<file path="config.mk">
export PLATFORM = sky130hd
export DESIGN_NAME = mouse_init_sequencer
export DESIGN_NICKNAME = d
export VERILOG_FILES = /design/src/rtl/mouse_init_sequencer.sv
export SDC_FILE = /design/constraint.sdc
export NUM_CORES = 1
export LEC_CHECK = 0
export BUFFER_PORTS_ARGS = -buffer_cell sky130_fd_sc_hd__clkbuf_2
export CORE_MARGIN = 2
export CORE_UTILIZATION = 40
export CTS_BUF_LIST = sky130_fd_sc_hd__clkbuf_4
export CTS_CLUSTER_SIZE = 8
export DETAILED_ROUTE_END_ITERATION = 6
export PLACE_DENSITY = 0.61
export SYNTH_ARGS = -nofsm -noshare
export SYNTH_HDL_FRONTEND = slang
export SYNTH_SLANG_ARGS = --single-unit
export TNS_END_PERCENT = 30
</file>
<file path="constraint.sdc">
create_clock -name CLK -period 3.32 [get_ports CLK]
set_clock_uncertainty 0.2 [all_clocks]
set_input_delay 0.166 -clock CLK [delete_from_list [all_inputs] [get_ports CLK]]
set_output_delay 0.166 -clock CLK [all_outputs]
set_load 0.005 [all_outputs]
</file>
<file path="src/rtl/mouse_init_sequencer.sv">
// PS/2 mouse bring-up sequencer: reset the mouse (0xFF), check FA/AA/00, enable
// streaming (0xF4), check FA, then hand the byte stream to the packet decoder.
module mouse_init_sequencer #(
    parameter int unsigned TIMEOUT_CYCLES = 50000000,
    parameter int unsigned MAX_RETRIES    = 3
) (
    input  logic       CLK,
    input  logic       RESETN,
    input  logic       RESTART,
    output logic       SEND_BYTE,
    output logic [7:0] BYTE_TO_SEND,
    input  logic       BYTE_SENT,
    output logic       READ_ENABLE,
    input  logic [7:0] BYTE_READ,
    input  logic [1:0] BYTE_ERROR_CODE,
    input  logic       BYTE_READY,
    output logic       INIT_DONE,
    output logic       INIT_FAIL,
    output logic [3:0] RETRY_COUNT,
    output logic [3:0] STATE_OUT
);

    localparam int          TW           = (TIMEOUT_CYCLES > 1) ? $clog2(TIMEOUT_CYCLES) : 1;
    localparam logic [TW-1:0] TIMEOUT_LAST = TW'(TIMEOUT_CYCLES - 1);
    localparam logic [3:0]  RETRY_LIMIT  = 4'(MAX_RETRIES);

    typedef enum logic [3:0] {
        IDLE        = 4'd0,
        SEND_RST    = 4'd1,
        WAIT_TX_RST = 4'd2,
        WAIT_ACK1   = 4'd3,
        WAIT_AA     = 4'd4,
        WAIT_ID     = 4'd5,
        SEND_EN     = 4'd6,
        WAIT_TX_EN  = 4'd7,
        WAIT_ACK2   = 4'd8,
        STREAM      = 4'd9,
        FAIL        = 4'd10
    } state_t;

    state_t          state_q, state_d;
    logic [TW-1:0]   timer_q;
    logic [3:0]      retry_d;
    logic            in_wait, expired, attempt_fail;
    logic [7:0]      want_byte;
    state_t          pass_state;

    assign in_wait = (state_q == WAIT_TX_RST) || (state_q == WAIT_ACK1) || (state_q == WAIT_AA) ||
                     (state_q == WAIT_ID)     || (state_q == WAIT_TX_EN) || (state_q == WAIT_ACK2);
    assign expired = in_wait && (timer_q == TIMEOUT_LAST);

    // NOTE: every variable gets a default at the top so no path leaves one unassigned (no latches).
    always_comb begin
        state_d      = state_q;
        retry_d      = RETRY_COUNT;
        attempt_fail = 1'b0;
        want_byte    = 8'hFA;
        pass_state   = STREAM;

        case (state_q)
            WAIT_ACK1: begin want_byte = 8'hFA; pass_state = WAIT_AA;  end
            WAIT_AA:   begin want_byte = 8'hAA; pass_state = WAIT_ID;  end
            WAIT_ID:   begin want_byte = 8'h00; pass_state = SEND_EN;  end
            default:   begin want_byte = 8'hFA; pass_state = STREAM;   end
        endcase

        case (state_q)
            IDLE:        state_d = SEND_RST;
            SEND_RST:    state_d = WAIT_TX_RST;
            SEND_EN:     state_d = WAIT_TX_EN;
            // The transmitter cannot abort a byte, so a stuck send is fatal rather than retried.
            WAIT_TX_RST: if (BYTE_SENT) state_d = WAIT_ACK1; else if (expired) state_d = FAIL;
            WAIT_TX_EN:  if (BYTE_SENT) state_d = WAIT_ACK2; else if (expired) state_d = FAIL;
            WAIT_ACK1, WAIT_AA, WAIT_ID, WAIT_ACK2: begin
                if (BYTE_READY) begin
                    if (BYTE_ERROR_CODE == 2'd0 && BYTE_READ == want_byte) state_d = pass_state;
                    else attempt_fail = 1'b1;
                end else if (expired) begin
                    attempt_fail = 1'b1;
                end
            end
            STREAM, FAIL: state_d = state_q;
            default:      state_d = IDLE;
        endcase

        if (attempt_fail) begin
            retry_d = (RETRY_COUNT == 4'd15) ? 4'd15 : RETRY_COUNT + 4'd1;
            state_d = (retry_d == RETRY_LIMIT) ? FAIL : SEND_RST;
        end

        if (RESTART) begin
            state_d = SEND_RST;
            retry_d = 4'd0;
        end
    end

    // NOTE: sequential state uses non-blocking assignments so all registers update together.
    always_ff @(posedge CLK) begin
        if (!RESETN) begin
            state_q      <= IDLE;
            timer_q      <= '0;
            RETRY_COUNT  <= 4'd0;
            SEND_BYTE    <= 1'b0;
            BYTE_TO_SEND <= 8'h00;
            READ_ENABLE  <= 1'b0;
            INIT_DONE    <= 1'b0;
            INIT_FAIL    <= 1'b0;
        end else begin
            state_q     <= state_d;
            RETRY_COUNT <= retry_d;
            if (state_d != state_q || !in_wait) timer_q <= '0;
            else                                timer_q <= timer_q + TW'(1);

            // Outputs are decoded from the next state so they line up with the registered state.
            SEND_BYTE   <= (state_d == SEND_RST) || (state_d == SEND_EN);
            if (state_d == SEND_RST)     BYTE_TO_SEND <= 8'hFF;
            else if (state_d == SEND_EN) BYTE_TO_SEND <= 8'hF4;
            READ_ENABLE <= (state_d == WAIT_ACK1) || (state_d == WAIT_AA) || (state_d == WAIT_ID) ||
                           (state_d == WAIT_ACK2) || (state_d == STREAM);
            INIT_DONE   <= (state_d == STREAM);
            INIT_FAIL   <= (state_d == FAIL);
        end
    end

    assign STATE_OUT = state_q;

endmodule

</file>
==> out/metrics.cfg <==
[grt]
grt_pass1_wl_mm=9.88
grtUsageTotal_pct=16.3
grt_max_degree=27
antenna_found_initial=0
first_global_vias=2209
grt_overflow=0

[routing]
dr_total_vias=2249
drc=0
drt_pass1_iterations=4
final_antenna_net_count=0
routed_wl_mm=5.62
detail_route.wl_per_cell_microns=13.7
via_per_inst=5.50
drt_iter0_markers=67

[floorplanning]
die-height_microns=84.9
rows=29
coreArea_sq_um=6350
die-area_sq_um=7210
io_pins=35
die_w_microns=84.9
start_util_pct=41.2

[layout]
syn_to_final_growth_pct=11.3
insertedDiodeCount=0
layout-drive-gt1-share_pct=27.1
layout.nets=348
multi_input_area_sq_um=1630
stdcell_area_sq_um=2920
fillers=612
stdcell_count=409
seqCellArea_sq_um=801

[yosys]
yosysWarnings=0
synth_area_leaders=dfxtp_1, nor3_2, xnor2_1
synthesis.area_sq_um=2620
synth_seq_cells=40
yosysTopAreaCell=dfxtp_1
ys_seq_area_share_pct=30.6
synthArstFlopShare_pct=0
synth_fp_nets=318
synth_edf_count=0
synth.distinct_cells=65
synth_cells=301
yosys_most_used_dff=dfxtp_1
syn_area_per_cell_sq_um=8.70
yosysTopAreaCellShare_pct=30.6

[power]
netSwitchingFraction_pct=26.2
seqPwrFrac_pct=51.3
p_per_area_nw_per_um2=332
pwr-share-clk_pct=33.1
switching_power_mw=0.254
irDropWorstVdd_mv=0.319
intPower_mw=0.715
p_leak_nw=0.990
combPwrFrac_pct=15.6

[clock_network]
cts-root-buf=clkbuf_4
path_clk_slew_ns=0.11
cts_buffers=5
clock_sink_count=40
insertion_delay_ns=0.33
cts_buffer_depth=2
cts_htree_levels=2
cts_tree=built

[setup_path]
critPathMaxStageDelay_ns=0.38
criticalPathCategory=flop to flop
crit_buf_inv=2
crit_path_start_kind=flop
path_common_cell=a21oi_1
worstPathArrival_ns=3.09
crit_family=simple AND/OR/NAND/NOR gates
crit_chain=ha_1 > nand4_1 > or3_1 > nor4_4 > a21oi_1 > nor2_2 > buf_4 > a21oi_1 > a211oi_4 > buf_12 > nor3_1
cp_max_fo=26
end_kind=flop
required_ns=3.34
crit_slowest_cell=dfxtp_1

[timing]
min_period_over_period_pct=92.5
holdWs_ns=0.133
rsz0062_at_grt=no
fmax_mhz=326
hold_viol=0
finalSetupTns_ns=0
drv_slew=0
finalSetupViolations=0
period_minus_slack_ns=3.07
slew_headroom_pct=67.9
worst-slew-pin-transition_ns=0.482

[run_status]
status=complete, no violations

[place]
hpwlAfterDp_mm=4.15
place.gp.congestion=0.917
port_buffers=34
post_dp_cell_area_sq_um=2820
dp.cells=400

[run]
max_cap_viol_count=0

[min_path]
hold_class=input port to flop

## per-layer routing
layer	up-vias	wire length (microns)	GRT usage, %
met3	10	201	3.31
met2	37	2680	27.3
met4	0	99	6.49
met1	1049	2640	20.4
li1	1153	-	-
met5	-	0	0
## through the flow
| step | utilization [%] | total power, mW | setup WS [ns] |
|---|---|---|---|
| after floorplan | - | 0.622 | 0.509 |
| after global placement | 44.4 | 0.657 | 0.291 |
| after detailed placement | 44.4 | 0.657 | 0.214 |
| after CTS | 45.9 | 0.981 | 0.197 |
| after global routing | 45.9 | 1.02 | 0.0388 |
| final | 45.9 | 0.969 | 0.248 |
## state kept, by name (all words and copies together), names as in the netlist
signal        count
timer_q          26
RETRY_COUNT       4
STATE_OUT         4
BYTE_TO_SEND      2
INIT_DONE         1
INIT_FAIL         1
READ_ENABLE       1
SEND_BYTE         1
## area by class of cell
cell class | instances | share of cell area, %
multi-input cells | 230 | 56.0
repair buffers | 45 | 9.31
well taps | 77 | 3.30
inverters | 9 | 1.16
flip-flops and latches | 40 | 27.5
clock buffers | 6 | 1.55
clock inverters | 2 | 1.20
## path summary, 6_finish.rpt
kind | startpoint | endpoint | slack [ns] | cells past startpoint
worst min register to register | timer_q[0] | timer_q[0] | 0.27 | 1
worst max-delay path | timer_q[0] | timer_q[2] | 0.25 | 11
worst min-delay path | RESTART | READ_ENABLE | 0.13 | 3
worst max register to register | timer_q[0] | timer_q[2] | 0.25 | 11
## cell usage after synthesis, types with 3 or more instances
master and instances:
a211oi_1 5, a21oi_1 10, and2_1 3, and3_1 5
buf_4 6, buf_6 6, clkbuf_1 8, dfxtp_1 40
inv_1 9, nand2_1 19, nand2b_1 5, nand3_1 16
nand4_1 10, nor2_1 25, nor3_1 14, nor3_2 20
nor4_1 3, o211ai_1 4, o21ai_0 9, or4_1 3
xnor2_1 13, xor2_1 13
## cell usage in the layout, fill, tap and decap left out, types with 4 or more instances in the layout
| master | synthesis | final |
|---|---|---|
| nand4_1 | 10 | 10 |
| buf_4 | 6 | 8 |
| nor3_2 | 20 | 20 |
| xnor2_1 | 13 | 13 |
| clkbuf_2 | 0 | 34 |
| and3_1 | 5 | 5 |
| inv_1 | 9 | 9 |
| clkbuf_4 | 0 | 6 |
| nand2b_1 | 5 | 5 |
| nor2_1 | 25 | 25 |
| nand3_1 | 16 | 16 |
| nand2_1 | 19 | 19 |
| a21oi_1 | 10 | 10 |
| o211ai_1 | 4 | 4 |
| a211oi_1 | 5 | 5 |
| xor2_1 | 13 | 13 |
| dfxtp_1 | 40 | 40 |
| o21ai_0 | 9 | 9 |
| nor3_1 | 14 | 14 |
## worst reg2reg max path: cells and delay by family (launching register included)
family	cells	cell delay (ns)
adder cells (fa/ha/maj)	1	0.22
AO/OA/AOI/OAI	3	0.60
flip-flops	1	0.38
buffers and inverters	2	0.45
AND/OR/NAND/NOR	5	1.13
## timing repair
action	in CTS	in global routing
setup buffers	0	0
endpoints found under the hold margin	1	0
endpoints found under the setup margin	0	3
hold buffers	1	0
resized for setup	0	1
## cells by family (layout without fill, tap and decap cells)
group / after synthesis / in the layout / synth area share, %
adders and majority gates: 2 / 2 / 0.955
and+or+nand+nor: 146 / 146 / 35.4
buffers and inverters: 31 / 62 / 7.07
DFF: 40 / 40 / 30.6
xor gates and xnor gates: 26 / 26 / 8.70
AOI/OAI and AO/OA: 51 / 51 / 15.0
muxes: 5 / 5 / 2.29
## power by group through the flow
| stage | registers [mW] | logic [mW] | clock network (mW) |
|---|---|---|---|
| finish | 0.497 | 0.151 | 0.321 |
| global placement | 0.508 | 0.149 | 0 |
| global route | 0.499 | 0.166 | 0.356 |
| floorplan | 0.506 | 0.116 | 0 |
| detailed placement | 0.508 | 0.149 | 0 |
| CTS | 0.497 | 0.151 | 0.333 |
No activity file was read; power rests on OpenSTA's default activity.
